<file path="src/rtl/message_serializer.sv">
// Buffers message-passer result bundles in a small FIFO and streams each one out
// as BUS_WIDTH-bit beats (horizontal vector first, then vertical) on valid/ready.
module message_serializer #(
  parameter int unsigned LABELS          = 16,
  parameter int unsigned MESSAGE_WIDTH   = 6,
  parameter int unsigned BUS_WIDTH       = 32,
  parameter int unsigned FIFO_DEPTH_LOG2 = 2
) (
  input  logic                              clk,
  input  logic                              rst,
  input  logic                              valid,
  input  logic [LABELS*MESSAGE_WIDTH-1:0]   horizontal_out,
  input  logic [LABELS*MESSAGE_WIDTH-1:0]   vertical_out,
  output logic [BUS_WIDTH-1:0]              out_data,
  output logic                              out_valid,
  input  logic                              out_ready,
  output logic                              out_vertical,
  output logic                              out_last,
  output logic [FIFO_DEPTH_LOG2:0]          fifo_count,
  output logic                              overflow
);

  localparam int unsigned VEC_W  = LABELS * MESSAGE_WIDTH;
  localparam int unsigned BEATS  = VEC_W / BUS_WIDTH;
  localparam int unsigned BEAT_W = (BEATS > 1) ? $clog2(BEATS) : 1;
  localparam int unsigned DEPTH  = 1 << FIFO_DEPTH_LOG2;
  localparam int unsigned PTR_W  = FIFO_DEPTH_LOG2;
  localparam int unsigned CNT_W  = FIFO_DEPTH_LOG2 + 1;

  if ((VEC_W % BUS_WIDTH) != 0) begin : g_bad_bus_width
    $error("LABELS*MESSAGE_WIDTH must be a multiple of BUS_WIDTH");
  end

  typedef enum logic [1:0] {IDLE, SEND_H, SEND_V} state_e;

  state_e                 state_q, state_d;
  logic [BEAT_W-1:0]      beat_q, beat_d;
  logic [PTR_W-1:0]       wr_ptr_q, wr_ptr_d, rd_ptr_q, rd_ptr_d;
  logic [CNT_W-1:0]       count_q, count_d;
  logic                   overflow_q, overflow_d;
  logic [BUS_WIDTH-1:0]   out_data_q, out_data_d;
  logic                   out_valid_q, out_valid_d;
  logic                   out_vertical_q, out_vertical_d;
  logic                   out_last_q, out_last_d;

  logic [2*VEC_W-1:0]     mem_q [DEPTH];
  logic [2*VEC_W-1:0]     in_bundle, head_bundle, next_bundle;
  logic                   hs, cap, pop;

  function automatic logic [BUS_WIDTH-1:0] slice_beat(input logic [VEC_W-1:0] vec,
                                                      input logic [31:0]      idx);
    return BUS_WIDTH'(vec >> (idx * BUS_WIDTH));
  endfunction

  always_comb begin
    in_bundle   = {vertical_out, horizontal_out};
    head_bundle = mem_q[rd_ptr_q];
    // With one bundle left, the follow-on bundle can only be the one arriving now
    next_bundle = (count_q == CNT_W'(1)) ? in_bundle : mem_q[rd_ptr_q + PTR_W'(1)];
    hs          = out_valid_q && out_ready;
    cap         = valid && (count_q != CNT_W'(DEPTH));
    pop         = 1'b0;

    state_d        = state_q;
    beat_d         = beat_q;
    out_data_d     = out_data_q;
    out_valid_d    = out_valid_q;
    out_vertical_d = out_vertical_q;
    out_last_d     = out_last_q;
    overflow_d     = overflow_q | (valid && !cap);

    case (state_q)
      IDLE: begin
        if (count_q != '0) begin
          state_d        = SEND_H;
          beat_d         = '0;
          out_valid_d    = 1'b1;
          out_data_d     = slice_beat(head_bundle[VEC_W-1:0], 32'd0);
          out_vertical_d = 1'b0;
          out_last_d     = 1'b0;
        end
      end
      SEND_H: begin
        if (hs) begin
          if (32'(beat_q) == BEATS - 1) begin
            state_d        = SEND_V;
            beat_d         = '0;
            out_data_d     = slice_beat(head_bundle[2*VEC_W-1:VEC_W], 32'd0);
            out_vertical_d = 1'b1;
            out_last_d     = (BEATS == 1);
          end else begin
            beat_d     = beat_q + BEAT_W'(1);
            out_data_d = slice_beat(head_bundle[VEC_W-1:0], 32'(beat_q) + 32'd1);
          end
        end
      end
      SEND_V: begin
        if (hs) begin
          if (32'(beat_q) == BEATS - 1) begin
            pop = 1'b1;
            if ((count_q > CNT_W'(1)) || cap) begin
              state_d        = SEND_H;
              beat_d         = '0;
              out_data_d     = slice_beat(next_bundle[VEC_W-1:0], 32'd0);
              out_vertical_d = 1'b0;
              out_last_d     = 1'b0;
            end else begin
              state_d        = IDLE;
              beat_d         = '0;
              out_valid_d    = 1'b0;
              out_data_d     = '0;
              out_vertical_d = 1'b0;
              out_last_d     = 1'b0;
            end
          end else begin
            beat_d     = beat_q + BEAT_W'(1);
            out_data_d = slice_beat(head_bundle[2*VEC_W-1:VEC_W], 32'(beat_q) + 32'd1);
            out_last_d = (32'(beat_q) + 32'd1 == BEATS - 1);
          end
        end
      end
      default: state_d = IDLE;
    endcase

    wr_ptr_d = cap ? wr_ptr_q + PTR_W'(1) : wr_ptr_q;
    rd_ptr_d = pop ? rd_ptr_q + PTR_W'(1) : rd_ptr_q;
    count_d  = count_q + CNT_W'(cap) - CNT_W'(pop);
  end

  always_ff @(posedge clk) begin
    if (!rst) begin
      state_q        <= IDLE;
      beat_q         <= '0;
      wr_ptr_q       <= '0;
      rd_ptr_q       <= '0;
      count_q        <= '0;
      overflow_q     <= 1'b0;
      out_data_q     <= '0;
      out_valid_q    <= 1'b0;
      out_vertical_q <= 1'b0;
      out_last_q     <= 1'b0;
    end else begin
      state_q        <= state_d;
      beat_q         <= beat_d;
      wr_ptr_q       <= wr_ptr_d;
      rd_ptr_q       <= rd_ptr_d;
      count_q        <= count_d;
      overflow_q     <= overflow_d;
      out_data_q     <= out_data_d;
      out_valid_q    <= out_valid_d;
      out_vertical_q <= out_vertical_d;
      out_last_q     <= out_last_d;
    end
  end

  // Bundle storage needs no reset; occupancy is tracked by the pointers and count
  always_ff @(posedge clk) begin
    if (cap) mem_q[wr_ptr_q] <= in_bundle;
  end

  assign out_data     = out_data_q;
  assign out_valid    = out_valid_q;
  assign out_vertical = out_vertical_q;
  assign out_last     = out_last_q;
  assign fifo_count   = count_q;
  assign overflow     = overflow_q;

endmodule

</file>
<file path="config.mk">
export PLATFORM = sky130hd
export DESIGN_NAME = message_serializer
export DESIGN_NICKNAME = d
export VERILOG_FILES = /design/src/rtl/message_serializer.sv
export SDC_FILE = /design/constraint.sdc
export NUM_CORES = 1
export LEC_CHECK = 0
export CORE_ASPECT_RATIO = 0.6
export CORE_MARGIN = 3
export CORE_UTILIZATION = 47
export DETAILED_ROUTE_END_ITERATION = 7
export PLACE_DENSITY = 0.71
export SLEW_MARGIN = 20
export SYNTH_ARGS = -nofsm -noshare
export SYNTH_HDL_FRONTEND = slang
export SYNTH_SLANG_ARGS = --single-unit
export TNS_END_PERCENT = 20
</file>
<file path="constraint.sdc">
create_clock -name clk -period 8.5 [get_ports clk]
set_input_delay 1.7 -clock clk [delete_from_list [all_inputs] [get_ports clk]]
set_output_delay 1.7 -clock clk [all_outputs]
set_load 0.05 [all_outputs]
</file>
==> results of run 1 <==
[cell type report]
class / count / area (um^2)
multi-input combinational: 790 / 8130
timing repair buffer: 257 / 2560
sequential: 817 / 24100
fill: 5148 / 30200
antenna: 5 / 12.5
inverter: 12 / 45.0
clock inverter: 41 / 399
tap: 912 / 1140
clock buffer: 92 / 2010
[cells in the final DEF (no fill, tap or decap), types with 8 or more instances in the layout]
master           netlist  routed
a21oi_1               34      34
clkbuf_16              0      73
nor2b_1                8       8
or3_1                 30      30
clkinv_1               0      15
nand2_1               69      68
edfxtp_1             768     768
dfxtp_1               49      45
clkdlybuf4s50_1        0     233
clkbuf_1              41       8
o22ai_1               62      62
buf_4                  5      19
nor4_1                31      31
nand3_1               33      33
clkinv_2               0       9
inv_1                 12      12
mux4_2               130     130
mux2_2                32      32
a21o_1                33      33
mux2i_1              190     190
o211ai_1              32      32
clkbuf_8               0      11
o221ai_1              30      30
ha_1                  13      12
[kinds of logic after synthesis]
| kind of cell | after synthesis | share of synthesized area [%] |
|---|---|---|
| buf+inv | 125 | 2.00 |
| fa+ha+maj | 14 | 0.558 |
| compound gates | 214 | 4.57 |
| mux | 352 | 15.9 |
| flops | 817 | 73.4 |
| simple gates | 206 | 3.48 |
| xor+xnor | 4 | 0.107 |
[layer usage]
metal / GRT usage [%] / vias to the layer above / part of all wire, %
met1: 28.7 / 8998 / 39
met3: 4.66 / 130 / 7.9
met5: 0 / - / 0.080
li1: - / 7573 / -
met2: 35.8 / 687 / 50
met4: 6.77 / 10 / 2.7
[worst max-delay path, cell delays in order]
cell	delay [ps]
clkdlybuf4s50_1	490
inv_1	120
a21oi_1	460
and2_4	770
buf_4	890
[state kept, by name, indices dropped and copies added (netlist names), 2 cells and up, named ones only]
name and cells:
mem_q 768, out_data 32, fifo_count 3, beat_q 2, rd_ptr_q 2, state_q 2
wr_ptr_q 2
[stage by stage]
stage / area, um^2 / total power (W) / setup slack (ps)
floorplan: 32700 / 0.00620 / 1430
global placement: 35900 / 0.00679 / 3550
detailed placement: 35900 / 0.00684 / 3530
CTS: 38300 / 0.0101 / 4200
global route: 38300 / 0.0104 / 3990
finish: 38300 / 0.0101 / 4210
[power by group through the flow]
stage               clock (W)  combinational, W  sequential [W]
detailed placement          0           0.00170         0.00514
floorplan                   0          0.000847         0.00535
global placement            0           0.00167         0.00512
CTS                   0.00337           0.00171         0.00506
finish                0.00332           0.00170         0.00505
global route          0.00353           0.00182         0.00509
[final timing paths]
| check | endpoint |
|---|---|
| setup / recovery | mem_q[0][150]$_DFFE_PP_ |
| hold reg to reg | out_data[15]$_SDFFE_PN0P_ |
| hold / removal | out_data[15]$_SDFFE_PN0P_ |
| setup reg to reg | out_data[10]$_SDFFE_PN0P_ |
==> reports/results.ini, run 1 <==
[run_status]
status=finished clean

[global_routing]
grt_pass1_wl_um=117000
grt_max_degree=142
grtUsageTotal_pct=21.5
grt_pass1_vias=18011
antenna_found_initial=10
overflow=0

[yosys]
synth_commonest_cells=768 x edfxtp_1, 190 x mux2i_1, 130 x mux4_2, 69 x nand2_1, 62 x o22ai_1
synth_edf_count=768
synth_area_leaders=edfxtp_1 70%, mux4_2 8.9%, mux2i_1 5.8%
syn_avg_cell_area_um2=18.9
synth_nets=1942
syn_area_mm2=0.0327
synth-async-reset-ratio_pct=0
yosysMostFrequentCell=edfxtp_1
yosysUniqueCellTypes=55
synth-seq-cells=817
synth_ff_type=edfxtp_1
synth_top_area_cell=edfxtp_1
yosys.area.top_type_share_pct=70.4
ys.warnings.count=0
ys_seq_area_share_pct=73.4
netlist_instances=1732

[power]
pwr-share-seq_pct=50.2
p_int_w=0.00734
p_switching_w=0.00273
vdd_drop_max_v=0.000201
power_density_mw_per_mm2=263
leakage_nw=11.5
swShare_pct=27.1
p_comb_share_pct=16.9
clkPwrFrac_pct=32.9

[finish]
fin_nets=2161
drive_above_1_share_pct=16.0
stdcell_count=2926
fin_util_pct=56.0
syn_to_final_growth_pct=17.1

[sta]
fin_crit_ps=4290
grt_setup_unrepaired=false
clock_skew_ps=11.6
finalCritPeriodShare_pct=50.5
worstMarginPinSlew_ps=1140
setup_viol_count_final=0
max_freq_mhz=233
maxSlewViolCount=0
slew_headroom_pct=24.0
holdWs_ps=516
tns_ps=0
hold_viol_final=0

[place]
hpwlAfterDp_um=47800
port_buffers=234
placed_cells=2788
place_congestion=0.793

[critical_path]
r2r_slack_ps=4780
worstPathRequired_ps=8730
arrival_ps=4520
worstSetupStartpointType=primary input
crit_fanout=65
r2r-start=state_q[1]$_SDFFE_PN0P_
cp-end-kind=flip-flop
rr_worst_depth=8
crit_start=valid
path_class=primary input to flip-flop

[clocking]
insertion_delay_ps=620
max-clock-path-buffers=3
cts_tree=done
cts_setup_buffers=0
clock-sinks=817
root_buffer=clkbuf_16
cts_resized=0
cts-hold-fix-buffers=0
clkTransAtPathRegs_ps=60
cts_buffers=73
htree_levels=3

[hold_path]
hp-start=out_data[15]$_SDFFE_PN0P_
min_delay_path_depth=2
hp-class=flip-flop to flip-flop

[floorplanning]
fp.dieH_um=210
core-area_mm2=0.0685
die_w_um=347
die-area_mm2=0.0730
start_util_pct=47.8
rows=74
io_pins=235

[flow_run]
drv_cap=0

[detailed_routing]
wire_per_inst_um=26.8
firstDrtPassIters=6
ant_nets=0
drtIter0Drc=1702
num_vias=17398
drc=0
wl_um=78500
viasPerCell=5.95

Note: power is estimated with default switching activity, not from simulation.
==> run 2, diff against run 1 <==
--- a/config.mk
+++ b/config.mk
@@ -9,7 +9,7 @@
 export CORE_MARGIN = 3
 export CORE_UTILIZATION = 47
 export DETAILED_ROUTE_END_ITERATION = 7
-export PLACE_DENSITY = 0.71
+export PLACE_DENSITY = 0.74
 export SLEW_MARGIN = 20
 export SYNTH_ARGS = -nofsm -noshare
 export SYNTH_HDL_FRONTEND = slang
==> constraint.sdc (replaced) <==
create_clock -name clk -period 3.95 [get_ports clk]
set_input_delay 0.79 -clock clk [delete_from_list [all_inputs] [get_ports clk]]
set_output_delay 0.79 -clock clk [all_outputs]
set_load 0.05 [all_outputs]
==> run 2 against run 1 <==
Die area stayed put. Clock skew is 9.3 ps higher. Via count rose by 1.8%. Core utilization up 1.2 points. Wire length is 1.9% higher. Worst setup slack got worse by 3300 ps. Largest cell class unchanged.
==> reports/results.ini, run 2 (synthesis results as in run 1) <==
[floorplanning]
die-area_mm2=0.0730  ; unchanged
io_pins=235  ; unchanged
fp.dieH_um=210  ; unchanged
start_util_pct=47.8  ; unchanged
core-area_mm2=0.0685  ; unchanged
rows=74  ; unchanged
die_w_um=347  ; unchanged

[critical_path]
worstSetupStartpointType=flip-flop
worstPathRequired_ps=4500  ; -4230 ps
crit_fanout=20  ; -69%
crit_chain=inv_1, ha_2, buf_4, or4b_2, buf_4, o22ai_1, nor4_1, buf_4, a21oi_1
cp-end-kind=flip-flop
arrival_ps=3620  ; -900 ps
critPathSlowestCell=or4b_2
critPathMaxStageDelay_ps=950  ; +60 ps
critPathBufInv=4  ; +1
crit_top_cell=buf_4
path_class=flip-flop to flip-flop
path_delay_family=simple AND/OR/NAND/NOR gates

[sta]
hold_viol_final=0  ; unchanged
holdWs_ps=497  ; -19.3 ps
clock_skew_ps=21.0  ; +9.32 ps
finalCritPeriodShare_pct=77.6
fin_crit_ps=3070
grt_setup_unrepaired=false
max_freq_mhz=326
worstMarginPinSlew_ps=1090  ; -50.6 ps
setup_viol_count_final=0  ; unchanged
tns_ps=0  ; unchanged
slew_headroom_pct=27.3  ; +3.4 points
maxSlewViolCount=0  ; unchanged

[global_routing]
overflow=0  ; unchanged
grt_max_degree=59  ; -58%
grtUsageTotal_pct=21.8  ; +0.27 points
antenna_found_initial=12  ; +2
grt_pass1_wl_um=118000  ; +1.1%
grt_pass1_vias=18377  ; +2.0%

[detailed_routing]
ant_nets=0  ; unchanged
drtIter0Drc=1608  ; -5.5%
viasPerCell=5.92  ; -0.51%
num_vias=17706  ; +1.8%
firstDrtPassIters=5  ; -1
wire_per_inst_um=26.7  ; -0.34%
drc=0  ; unchanged
wl_um=80000  ; +1.9%

[finish]
drive_above_1_share_pct=18.3  ; +2.3 points
final_area_mm2=0.0392  ; +2.1%
stdcell_count=2993  ; +2.3%
largest_reg_flops=768  ; unchanged
syn_to_final_growth_pct=19.6
final_cell_mix=768 x edfxtp_1, 233 x clkdlybuf4s50_1, 190 x mux2i_1
fin_util_pct=57.2  ; +1.2 points
final_common_cell=edfxtp_1
top_register=mem_q
fin_nets=2226  ; +3.0%

[clocking]
cts-hold-fix-buffers=0  ; unchanged
cts_setup_buffers=0  ; unchanged
clkTransAtPathRegs_ps=70  ; about the same
clock-sinks=817  ; unchanged
cts_resized=0  ; unchanged
htree_levels=3  ; unchanged
max-clock-path-buffers=3  ; unchanged
cts_tree=done
root_buffer=clkbuf_16
insertion_delay_ps=620  ; about the same
cts_buffers=74  ; +1.4%

[run_status]
status=finished clean

[power]
leakage_nw=12.0  ; +3.8%
vdd_drop_max_v=0.000373  ; +86%
power_density_mw_per_mm2=564  ; +110%

[place]
placed_cell_area_mm2=0.0367  ; +2.2%
place_congestion=0.827  ; +4.3%
placed_cells=2852  ; +2.3%
port_buffers=234  ; unchanged
hpwlAfterDp_um=51300  ; +7.3%

[flow_run]
drv_cap=0  ; unchanged

[hold_path]
hp-class=flip-flop to flip-flop

==> run 2: cell count changes in the layout (fill, tap and decap cells not counted), sizes merged <==
cell | previous run | this run
buf | 24 | 88
bufinv | 6 | 7
clkbuf | 92 | 99
clkinv | 27 | 26
clkinvlp | 4 | 2
inv | 16 | 14
==> run 2: power breakdown <==
group          internal (W)  total (W)  switching (W)
clock network       0.00414    0.00723        0.00309
logic               0.00153    0.00401        0.00248
registers            0.0105     0.0108       0.000364
total                0.0162     0.0221        0.00594
==> run 2: layout make-up <==
| type | instances | area [um^2] |
|---|---|---|
| inverter | 12 | 45.0 |
| clock buffer | 99 | 2060 |
| tap | 912 | 1140 |
| sequential | 817 | 24100 |
| antenna | 5 | 12.5 |
| fill | 5048 | 29300 |
| multi-input combinational | 790 | 8120 |
| timing repair buffer | 321 | 3380 |
| clock inverter | 37 | 360 |
==> run 2: worst min-delay path: stages, from the launching register on <==
cell,delay [ps]
dfxtp_1,330
nand3_1,70
o21ai_1,50
==> run 2: through the flow <==
stage | power, W | setup WS (ps)
after floorplan | 0.0132 | -271
after global placement | 0.0149 | 743
after detailed placement | 0.0150 | 722
after CTS | 0.0222 | 866
after global routing | 0.0229 | 749
final | 0.0221 | 883
==> run 2: worst paths after layout <==
check | from | end | slack [ps] | cells past startpoint
worst max-delay path | state_q[1]$_SDFFE_PN0P_ | out_data[27]$_SDFFE_PN0P_ | 880 | 9
worst min-delay path | out_data[15]$_SDFFE_PN0P_ | out_data[15]$_SDFFE_PN0P_ | 500 | 2
worst max register to register | state_q[1]$_SDFFE_PN0P_ | out_data[27]$_SDFFE_PN0P_ | 880 | 9
worst min register to register | out_data[15]$_SDFFE_PN0P_ | out_data[15]$_SDFFE_PN0P_ | 500 | 2
==> run 2: per-layer routing <==
metal	wire, um	vias to the layer above	global-route usage [%]	part of all wire (%)
li1	-	7709	-	-
met4	2040	18	6.85	2.6
met1	32100	9109	29.0	40
met2	39600	742	35.9	49
met3	6150	128	5.22	7.7
met5	109	-	0	0.14
==> run 3, diff against run 2 <==
==> constraint.sdc (replaced) <==
create_clock -name clk -period 2.6 [get_ports clk]
set_input_delay 0.52 -clock clk [delete_from_list [all_inputs] [get_ports clk]]
set_output_delay 0.52 -clock clk [all_outputs]
set_load 0.05 [all_outputs]
==> run 3 against run 2 <==
Non-clock buffer count is 56 higher. Cell count is 1.7% higher. Core utilization is 0.98 points higher. Critical path type unchanged. Critical endpoint is now out_data[18]$_SDFFE_PN0P_. Largest cell class unchanged. Highest routed layer unchanged.
==> reports/results.ini, run 3 (synthesis results as in run 1) <==
[global_routing]
grt_pass1_wl_um=120000  ; +1.9%
overflow=0  ; unchanged
grtUsageTotal_pct=22.1  ; +0.37 points
antenna_found_initial=14  ; +2
grt_max_degree=62  ; +5.1%
grt_pass1_vias=18927  ; +3.0%

[place]
hpwlAfterDp_um=52300  ; +2.0%
placed_cells=2908  ; +2.0%
port_buffers=234  ; unchanged
place_congestion=0.803  ; -2.9%

[detailed_routing]
viasPerCell=6.02  ; +1.8%
drtIter0Drc=1910  ; +19%
ant_nets=0  ; unchanged
drc=0  ; unchanged
firstDrtPassIters=5  ; unchanged
wire_per_inst_um=26.6  ; -0.40%
wl_um=81000  ; +1.3%
num_vias=18332  ; +3.5%

[sta]
maxSlewViolCount=0  ; unchanged
finalCritPeriodShare_pct=96.7  ; +19 points
worstMarginPinSlew_ps=727  ; -363 ps
max_freq_mhz=398  ; +22%
slew_headroom_pct=51.5  ; +24 points
fin_crit_ps=2510  ; -554 ps
setup_viol_count_final=0  ; unchanged
clock_skew_ps=24.8  ; +3.82 ps
hold_viol_final=0  ; unchanged
grt_setup_unrepaired=false

[power]
power_density_mw_per_mm2=847  ; +50%
pwr-share-seq_pct=48.8  ; -0.3 points
p_comb_share_pct=19.2  ; +1.0 points
p_int_w=0.0245  ; +52%
leakage_nw=12.3  ; +2.7%
vdd_drop_max_v=0.000499  ; +34%
clkPwrFrac_pct=32.0  ; -0.7 points
swShare_pct=27.5  ; +0.61 points
p_switching_w=0.00928  ; +56%

[floorplanning]
fp.dieH_um=210  ; unchanged
die_w_um=347  ; unchanged
rows=74  ; unchanged
die-area_mm2=0.0730  ; unchanged
io_pins=235  ; unchanged
start_util_pct=47.8  ; unchanged
core-area_mm2=0.0685  ; unchanged

[critical_path]
crit_top_cell=buf_4
r2r-end=out_data[18]$_SDFFE_PN0P_
crit_fanout=8  ; -60%
worstPathRequired_ps=3100  ; -1400 ps
path_delay_family=simple AND/OR/NAND/NOR gates
critPathSlowestCell=nor4_1
cp-end-kind=flip-flop
crit_start=state_q[0]$_SDFFE_PN0P_
arrival_ps=3010  ; -610 ps
critPathMaxStageDelay_ps=500  ; -450 ps
worstSetupStartpointType=flip-flop
critPathBufInv=3  ; -1
r2r_slack_ps=90  ; -800 ps
r2r-start=state_q[0]$_SDFFE_PN0P_
rr_worst_depth=9  ; unchanged
crit_chain=inv_1, ha_1, buf_4, or2_1, a211oi_4, nand2_4, buf_4, nor4_1, a21oi_1
path_class=flip-flop to flip-flop

[finish]
syn_to_final_growth_pct=21.7
largest_reg_flops=768  ; unchanged
fin_util_pct=58.1  ; +0.98 points
fillers=4995  ; -1.0%
fin_nets=2281  ; +2.5%
stdcell_count=3043  ; +1.7%
drive_above_1_share_pct=21.0  ; +2.8 points
final_common_cell=edfxtp_1
final_cell_mix=768 x edfxtp_1, 233 x clkdlybuf4s50_1, 190 x mux2i_1
top_register=mem_q

[clocking]
htree_levels=3  ; unchanged
cts_tree=done
clkTransAtPathRegs_ps=60  ; about the same
max-clock-path-buffers=3  ; unchanged
cts_buffers=73  ; -1.4%
clock-sinks=817  ; unchanged
cts-hold-fix-buffers=0  ; unchanged
root_buffer=clkbuf_16
cts_setup_buffers=0  ; unchanged
insertion_delay_ps=630  ; about the same

[flow_run]
drv_cap=0  ; unchanged

[hold_path]
hold_path_end=out_data[0]$_SDFFE_PN0P_
min_delay_path_depth=3  ; +1
hp-start=rst
hp-class=primary input to flip-flop

[run_status]
status=finished clean

run 3: changes by cell type in the layout (fill, tap and decap cells not counted), moves of 2 or more:
cell	delta
dfxtp_2	+2
clkbuf_1	-5
dfxtp_1	-4
clkbuf_8	+3
nor4_1	-8
clkbuf_16	-5
clkinv_2	-9
buf_4	+38
nor4_2	+7
dfxtp_4	+2
inv_6	+3
buf_12	+17
clkinv_4	+2
clkinvlp_4	+3
run 3: power groups by stage:
stage,Sequential (W),Clock (W),Combinational (W)
floorplan,0.0173,0,0.00279
global placement,0.0167,0,0.00622
detailed placement,0.0168,0,0.00638
CTS,0.0165,0.0110,0.00646
global route,0.0166,0.0115,0.00685
finish,0.0165,0.0108,0.00648
run 3: how the worst max path moves through the flow:
stage | to | slack (ps) | depth (start not counted)
final | out_data[18]$_SDFFE_PN0P_ | 90 | 9
after global routing | out_data[18]$_SDFFE_PN0P_ | 2 | 9
after CTS | out_data[31]$_SDFFE_PN0P_ | -30 | 8
after detailed placement | fifo_count[2]$_SDFF_PN0_ | -250 | 11
after global placement | fifo_count[2]$_SDFF_PN0_ | -240 | 11
after floorplan | mem_q[0][0]$_DFFE_PP_ | -10 | 3
run 3: metrics by stage:
step | cell area [um^2] | setup TNS, ps | total power [W] | worst slack [ps] | hold WS, ps
detailed placement | 37400 | -711 | 0.0231 | -245 | 488
global route | 39800 | 0 | 0.0349 | 2.49 | 362
global placement | 37400 | -370 | 0.0229 | -237 | 469
CTS | 39800 | -30.0 | 0.0339 | -30.0 | 318
floorplan | 32800 | -9480 | 0.0201 | -14.4 | 477
finish | 39800 | 0 | 0.0337 | 86.8 | 362
run 3: final cells by class:
type	count	area [um^2]	area share, %
diodes	5	12.5	0.0314
clock buffers	92	1960	4.92
clock inverters	38	410	1.03
inverters	12	45.0	0.113
multi-input cells	790	8190	20.6
flip-flops and latches	817	24100	60.4
well taps	912	1140	2.86
repair buffers	377	4020	10.1
run 3: what timing repair did:
action	in CTS	in global routing
setup endpoints to repair	13	25
resized for setup	7	6
gates cloned	0	0
endpoints found under the hold margin	0	0
run 3: tightest hold or removal path, delay by kind of cell:
kind	cells	cell delay [ps]
AOI/OAI and AO/OA	2	170
buffers and inverters	1	230
run 3: layer usage:
metal	share of wire (%)	GRT usage [%]	wire (um)
met5	0.15	0	123
met4	2.2	6.07	1770
met2	48	35.5	39300
met1	40	30.8	32700
met3	8.9	5.24	7170
